<file path="config.mk">
export PLATFORM = sky130hd
export DESIGN_NAME = audio_shift_normalizer
export DESIGN_NICKNAME = d
export VERILOG_FILES = /design/src/rtl/audio_shift_normalizer.sv
export SDC_FILE = /design/constraint.sdc
export NUM_CORES = 1
export LEC_CHECK = 0
export CORE_AREA = 2 2 178 180
export DETAILED_ROUTE_END_ITERATION = 10
export DIE_AREA = 0 0 180 182
export SLEW_MARGIN = 10
export SYNTH_ARGS = -nofsm -noshare
export SYNTH_HDL_FRONTEND = slang
export SYNTH_SLANG_ARGS = --single-unit
</file>
<file path="constraint.sdc">
create_clock -name clk -period 5.5 [get_ports clk]
set_input_delay 1.1 -clock clk [delete_from_list [all_inputs] [get_ports clk]]
set_output_delay 1.1 -clock clk [all_outputs]
set_load 0.02 [all_outputs]
</file>
<file path="src/rtl/audio_shift_normalizer.sv">
// ---------------------------------------------------------------------------
// audio_shift_normalizer
//
// Sits after the block min/max stage. When that stage reports a block's
// extremes it picks the largest power-of-two gain (left shift, capped at
// MAX_SHIFT) that keeps the block peak within signed full scale. It then
// reads the N buffered samples back through a one-cycle-latency read port
// and streams them out scaled, using a valid/ready handshake.
//
// Ports
//   clk        : rising-edge clock
//   reset      : asynchronous, active-high reset
//   start      : 1-cycle pulse, in_max/in_min valid in the same cycle
//   in_max     : signed block maximum
//   in_min     : signed block minimum
//   rd_en      : sample-buffer read strobe (high only in FETCH)
//   rd_addr    : sample index 0..N-1
//   rd_data    : signed sample, valid one cycle after rd_en
//   out_sample : rd_data <<< shift_amt
//   out_valid  : out_sample valid, held until out_ready
//   out_ready  : consumer accepts when out_valid && out_ready
//   out_last   : marks the beat carrying sample N-1
//   shift_amt  : applied shift, stable from end of CALC until next start
//   busy       : high in every state except IDLE
//   d          : 1-cycle pulse after the last beat is accepted
// ---------------------------------------------------------------------------
module audio_shift_normalizer #(
    parameter int N         = 100,
    parameter int W         = 32,
    parameter int MAX_SHIFT = 15,
    parameter int AW        = 7
) (
    input  logic          clk,
    input  logic          reset,
    input  logic          start,
    input  logic [W-1:0]  in_max,
    input  logic [W-1:0]  in_min,
    output logic          rd_en,
    output logic [AW-1:0] rd_addr,
    input  logic [W-1:0]  rd_data,
    output logic [W-1:0]  out_sample,
    output logic          out_valid,
    input  logic          out_ready,
    output logic          out_last,
    output logic [3:0]    shift_amt,
    output logic          busy,
    output logic          d
);

    // Width of the gain trial compare: a W+1 bit peak shifted by up to
    // MAX_SHIFT must never lose bits before it is compared.
    localparam int CW = W + MAX_SHIFT + 1;

    // 2^(W-1)-1, the largest positive sample, zero-extended to CW bits.
    localparam logic [CW-1:0] FULL_SCALE = {{(CW-W+1){1'b0}}, {(W-1){1'b1}}};

    typedef enum logic [2:0] {
        S_IDLE,
        S_PEAK,
        S_CALC,
        S_FETCH,
        S_WAIT,
        S_OUT,
        S_DONE
    } state_t;

    state_t              state_q, state_d;
    logic signed [W-1:0] max_q, max_d;
    logic signed [W-1:0] min_q, min_d;
    logic        [W:0]   peak_q, peak_d;
    logic        [3:0]   shift_q, shift_d;
    logic        [AW-1:0] addr_q, addr_d;
    logic signed [W-1:0] sample_q, sample_d;
    logic                valid_q, valid_d;
    logic                last_q, last_d;

    // Magnitude of the block peak in W+1 bits so that the most negative
    // input (-2^(W-1)) maps to +2^(W-1) without wrapping. Clamped at zero
    // so a malformed max/min pair can never produce a negative peak.
    function automatic logic [W:0] peak_of(input logic signed [W-1:0] mx,
                                           input logic signed [W-1:0] mn);
        logic signed [W:0] mx_e;
        logic signed [W:0] neg_mn;
        logic signed [W:0] pk;
        mx_e   = {mx[W-1], mx};
        neg_mn = -{mn[W-1], mn};
        pk     = (mx_e > neg_mn) ? mx_e : neg_mn;
        if (pk[W]) begin
            pk = '0;
        end
        return pk;
    endfunction

    // True when the peak shifted by one more than the current gain still
    // fits in signed full scale.
    function automatic logic gain_fits(input logic [W:0] pk,
                                       input logic [3:0] s);
        logic [CW-1:0] wide;
        wide = CW'(pk) << ({1'b0, s} + 5'd1);
        return (wide <= FULL_SCALE);
    endfunction

    // Arithmetic gain. CALC guarantees the result does not overflow W bits
    // for any sample inside the block's reported min/max range.
    function automatic logic signed [W-1:0] scale(input logic signed [W-1:0] x,
                                                  input logic [3:0]          s);
        return x <<< s;
    endfunction

    always_comb begin
        state_d  = state_q;
        max_d    = max_q;
        min_d    = min_q;
        peak_d   = peak_q;
        shift_d  = shift_q;
        addr_d   = addr_q;
        sample_d = sample_q;
        valid_d  = valid_q;
        last_d   = last_q;

        unique case (state_q)
            S_IDLE: begin
                if (start) begin
                    max_d   = in_max;
                    min_d   = in_min;
                    state_d = S_PEAK;
                end
            end

            S_PEAK: begin
                peak_d  = peak_of(max_q, min_q);
                shift_d = '0;
                state_d = S_CALC;
            end

            // One trial shift per cycle; stops at the first gain that would
            // overflow, at the cap, or immediately for a silent block.
            S_CALC: begin
                if ((shift_q < 4'(MAX_SHIFT)) && (peak_q != '0) &&
                    gain_fits(peak_q, shift_q)) begin
                    shift_d = shift_q + 4'd1;
                end else begin
                    addr_d  = '0;
                    state_d = S_FETCH;
                end
            end

            S_FETCH: begin
                state_d = S_WAIT;
            end

            S_WAIT: begin
                sample_d = scale($signed(rd_data), shift_q);
                valid_d  = 1'b1;
                last_d   = (addr_q == AW'(N - 1));
                state_d  = S_OUT;
            end

            // Beat is held untouched until the consumer takes it.
            S_OUT: begin
                if (out_ready) begin
                    valid_d = 1'b0;
                    last_d  = 1'b0;
                    if (last_q) begin
                        state_d = S_DONE;
                    end else begin
                        addr_d  = addr_q + 1'b1;
                        state_d = S_FETCH;
                    end
                end
            end

            S_DONE: begin
                state_d = S_IDLE;
            end

            default: begin
                state_d = S_IDLE;
            end
        endcase
    end

    always_ff @(posedge clk or posedge reset) begin
        if (reset) begin
            state_q  <= S_IDLE;
            max_q    <= '0;
            min_q    <= '0;
            peak_q   <= '0;
            shift_q  <= '0;
            addr_q   <= '0;
            sample_q <= '0;
            valid_q  <= 1'b0;
            last_q   <= 1'b0;
        end else begin
            state_q  <= state_d;
            max_q    <= max_d;
            min_q    <= min_d;
            peak_q   <= peak_d;
            shift_q  <= shift_d;
            addr_q   <= addr_d;
            sample_q <= sample_d;
            valid_q  <= valid_d;
            last_q   <= last_d;
        end
    end

    // Strobes decoded straight from the state so an asynchronous reset
    // clears them in the same cycle.
    assign rd_en      = (state_q == S_FETCH);
    assign busy       = (state_q != S_IDLE);
    assign d          = (state_q == S_DONE);
    assign rd_addr    = addr_q;
    assign out_sample = sample_q;
    assign out_valid  = valid_q;
    assign out_last   = last_q;
    assign shift_amt  = shift_q;

endmodule
</file>
==> results.cfg <==
[outcome]
status = finished, final reports clean

[yosys]
synth_area_um2 = 9110
synth_edf_count = 0
yosysWarnings = 0
yosysSeqAreaShare = 0.396
async_reset_ff_frac = 1.00
synth_cell_types = 62
synth_seq_cells = 144
ys_top_cells_by_count = nand2_1 (145), dfrtp_1 (144), o21ai_0 (78)
synth_nets = 1082
synth_top_flop_cell = dfrtp_1
synth_top_area_cell = dfrtp_1
syn_inst = 946
yosysMostFrequentCell = nand2_1
yosysTopAreaCellShare = 0.396
synth_area_leaders = dfrtp_1 (40%), mux2_2 (8.3%), nand2_1 (6.0%), mux2i_1 (5.8%), ha_1 (4.9%)
syn_area_per_cell_um2 = 9.63

[cts]
cts-buffers-inserted = 17
clkSinkCount = 144
path_clk_slew_ns = 0.07
ctsHtreeMaxLevel = 4
cts_setup_buffers = 0
cts_buffer_depth = 2
hold_buffers = 0
cts_tree = yes
root_buffer = clkbuf_16
ctsResizeCount = 0
clk_latency_ns = 0.43

[power]
static-leakage-power_nw = 4.92
switchingPower_w = 0.00311
seqPwrFrac = 0.281
powerDensity_nw_per_um2 = 618
vdd_drop_max_uv = 264
pwr-share-clk = 0.169
fin_total_pwr_w = 0.00715
swShare = 0.435
combPwrFrac = 0.550
intPower_w = 0.00404

[sta]
hold_viol = 0
fmax_mhz = 214
setup-tns-final_ns = 0
period_minus_slack_ns = 4.68
finClkSkew_ns = 0.00979
finalSetupViolCount = 0
slew-limit-headroom = 0.248
slew_violations = 0
rsz0062_at_grt = no
tightest_slew_ns = 1.13
period_share = 0.850

[drt]
vias_per_cell = 4.91
wl_mm = 24.3
drtIter0Drc = 357
via_count = 7292
drtPass1Iterations = 4
antenna_left = 0
wl_per_cell_um = 16.3
drc = 0

[global_routing]
grt_max_degree = 99
antenna_found_initial = 0
first_global_vias = 7449
grt.overflow.total = 0
grtUsageTotal = 0.150
grt_pass1_wl_mm = 39.6

[layout]
antenna-diode-count = 0
fin_nets = 1205
area_growth_pct = 26.9
drive_gt1_frac = 0.170
final_cells = 1484

[place]
gp_congestion = 0.816
dp_cells = 1452
io_buffers = 147
place_hpwl_mm = 18.0

[critical_path]
slowest_delay_ns = 0.56
crit_buf_inv = 1
cp.required_ns = 5.85
cp-start-kind = flop
endpoint_kind = flop
critPathTopFamily = simple AND/OR/NAND/NOR gates
crit_type = flop to flop
crit_chain = or4_4 -> nor4_4 -> and2_1 -> nand2_2 -> nor3_2 -> xor2_1 -> ha_1 -> and3_1 -> a221o_1 -> a31oi_1 -> nand2_1 -> o21ai_2 -> nand2b_1 -> buf_4 -> mux2_2 -> o21ai_2
cp.arrival_ns = 5.03
path_max_fanout = 16
slowest_stage = or4_4
critPathMostFrequentCell = o21ai_2

[floorplan]
num_rows = 65
io_pins = 148
die_x_um = 180
start_util = 0.294
coreArea_um2 = 31000
dieArea_um2 = 32800
die_h_um = 182

[flow_run]
drv_cap = 0

[min_path]
hold_class = flop to flop
[logic make-up (layout without fill, tap and decap cells)]
logic type      count (synthesis)  in the layout  share of synthesized area
simple gates                  303            303                      0.158
compound gates                193            193                      0.133
flops                         144            144                      0.396
mux                           140            140                      0.188
buf+inv                        98            234                     0.0455
fa+ha+maj                      36             36                     0.0495
xor+xnor                       32             32                     0.0308
[metrics by stage]
| stage | utilization | instance area [um^2] | hold WS [ns] | setup WS [ns] |
|---|---|---|---|---|
| floorplan | - | 9110 | 0.452 | 0.534 |
| global placement | 0.354 | 11000 | 0.464 | 0.902 |
| detailed placement | 0.354 | 11000 | 0.469 | 0.845 |
| CTS | 0.373 | 11600 | 0.484 | 0.812 |
| global route | 0.373 | 11600 | 0.495 | 0.528 |
| finish | 0.373 | 11600 | 0.475 | 0.824 |
[state kept, by name, indices dropped and copies added (netlist names)]
| register | count |
|---|---|
| min_q | 32 |
| rd_addr | 7 |
| shift_amt | 4 |
| out_last | 1 |
| state_q | 3 |
| max_q | 32 |
| peak_q | 32 |
| out_valid | 1 |
| out_sample | 32 |
[power groups by stage]
stage	Sequential, W	Combinational [W]	Clock [W]
after floorplan	0.00200	0.00282	0
after global placement	0.00201	0.00386	0
after detailed placement	0.00202	0.00392	0
after CTS	0.00201	0.00396	0.00124
after global routing	0.00208	0.00435	0.00129
final	0.00201	0.00393	0.00121
[area by class of cell]
type | count | area, um^2
timing repair buffer | 159 | 1570
inverter | 43 | 166
clock inverter | 14 | 175
clock buffer | 18 | 429
tap | 402 | 503
multi-input combinational | 704 | 5110
sequential | 144 | 3610
fill | 3115 | 19400
[routing by layer]
layer	routed length, um	GRT usage	up-vias
li1	-	-	3612
met3	1020	0.0293	15
met2	11500	0.250	177
met4	218	0.0315	0
met5	0	0	-
met1	11500	0.202	3488
[path summary, 6_finish.rpt]
kind                           startpoint             end  slack (ns)  cells past startpoint
setup / recovery                min_q[11]      peak_q[22]        0.82                     16
hold / removal             out_sample[27]  out_sample[27]        0.48                      1
setup reg to reg                min_q[11]      peak_q[22]        0.82                     16
hold reg to reg            out_sample[27]  out_sample[27]        0.48                      1
max in group asynchronous           reset        max_q[3]        3.27                      3
min in group asynchronous           reset  out_sample[24]        1.30                      2
[layout by cell type (no fill, tap or decap), types with 3 or more instances in the layout]
cell type        count
and4_1               3
ha_1                36
o21ai_2             33
inv_1               41
mux4_2              18
inv_8                4
o21ai_0             78
a21oi_1             39
nor2_1              57
nand2b_1             4
and3_1               4
clkdlybuf4s50_1    147
mux2i_1             53
nor2b_1              8
nand4_1              6
a211oi_1             7
nor3b_1              3
o22ai_1              3
or2_2                4
or3_1                5
mux2_2              67
buf_4               11
xor2_1              18
a31oi_1              8
nand3b_1             4
a22o_1               3
clkbuf_16           17
inv_6                5
dfrtp_1            142
nor3_1              16
o31ai_1              4
nor4_1              14
xnor2_1             14
a21o_1               4
nand3_1             11
nand2_1            145
Note: power is estimated with default switching activity, not from simulation.
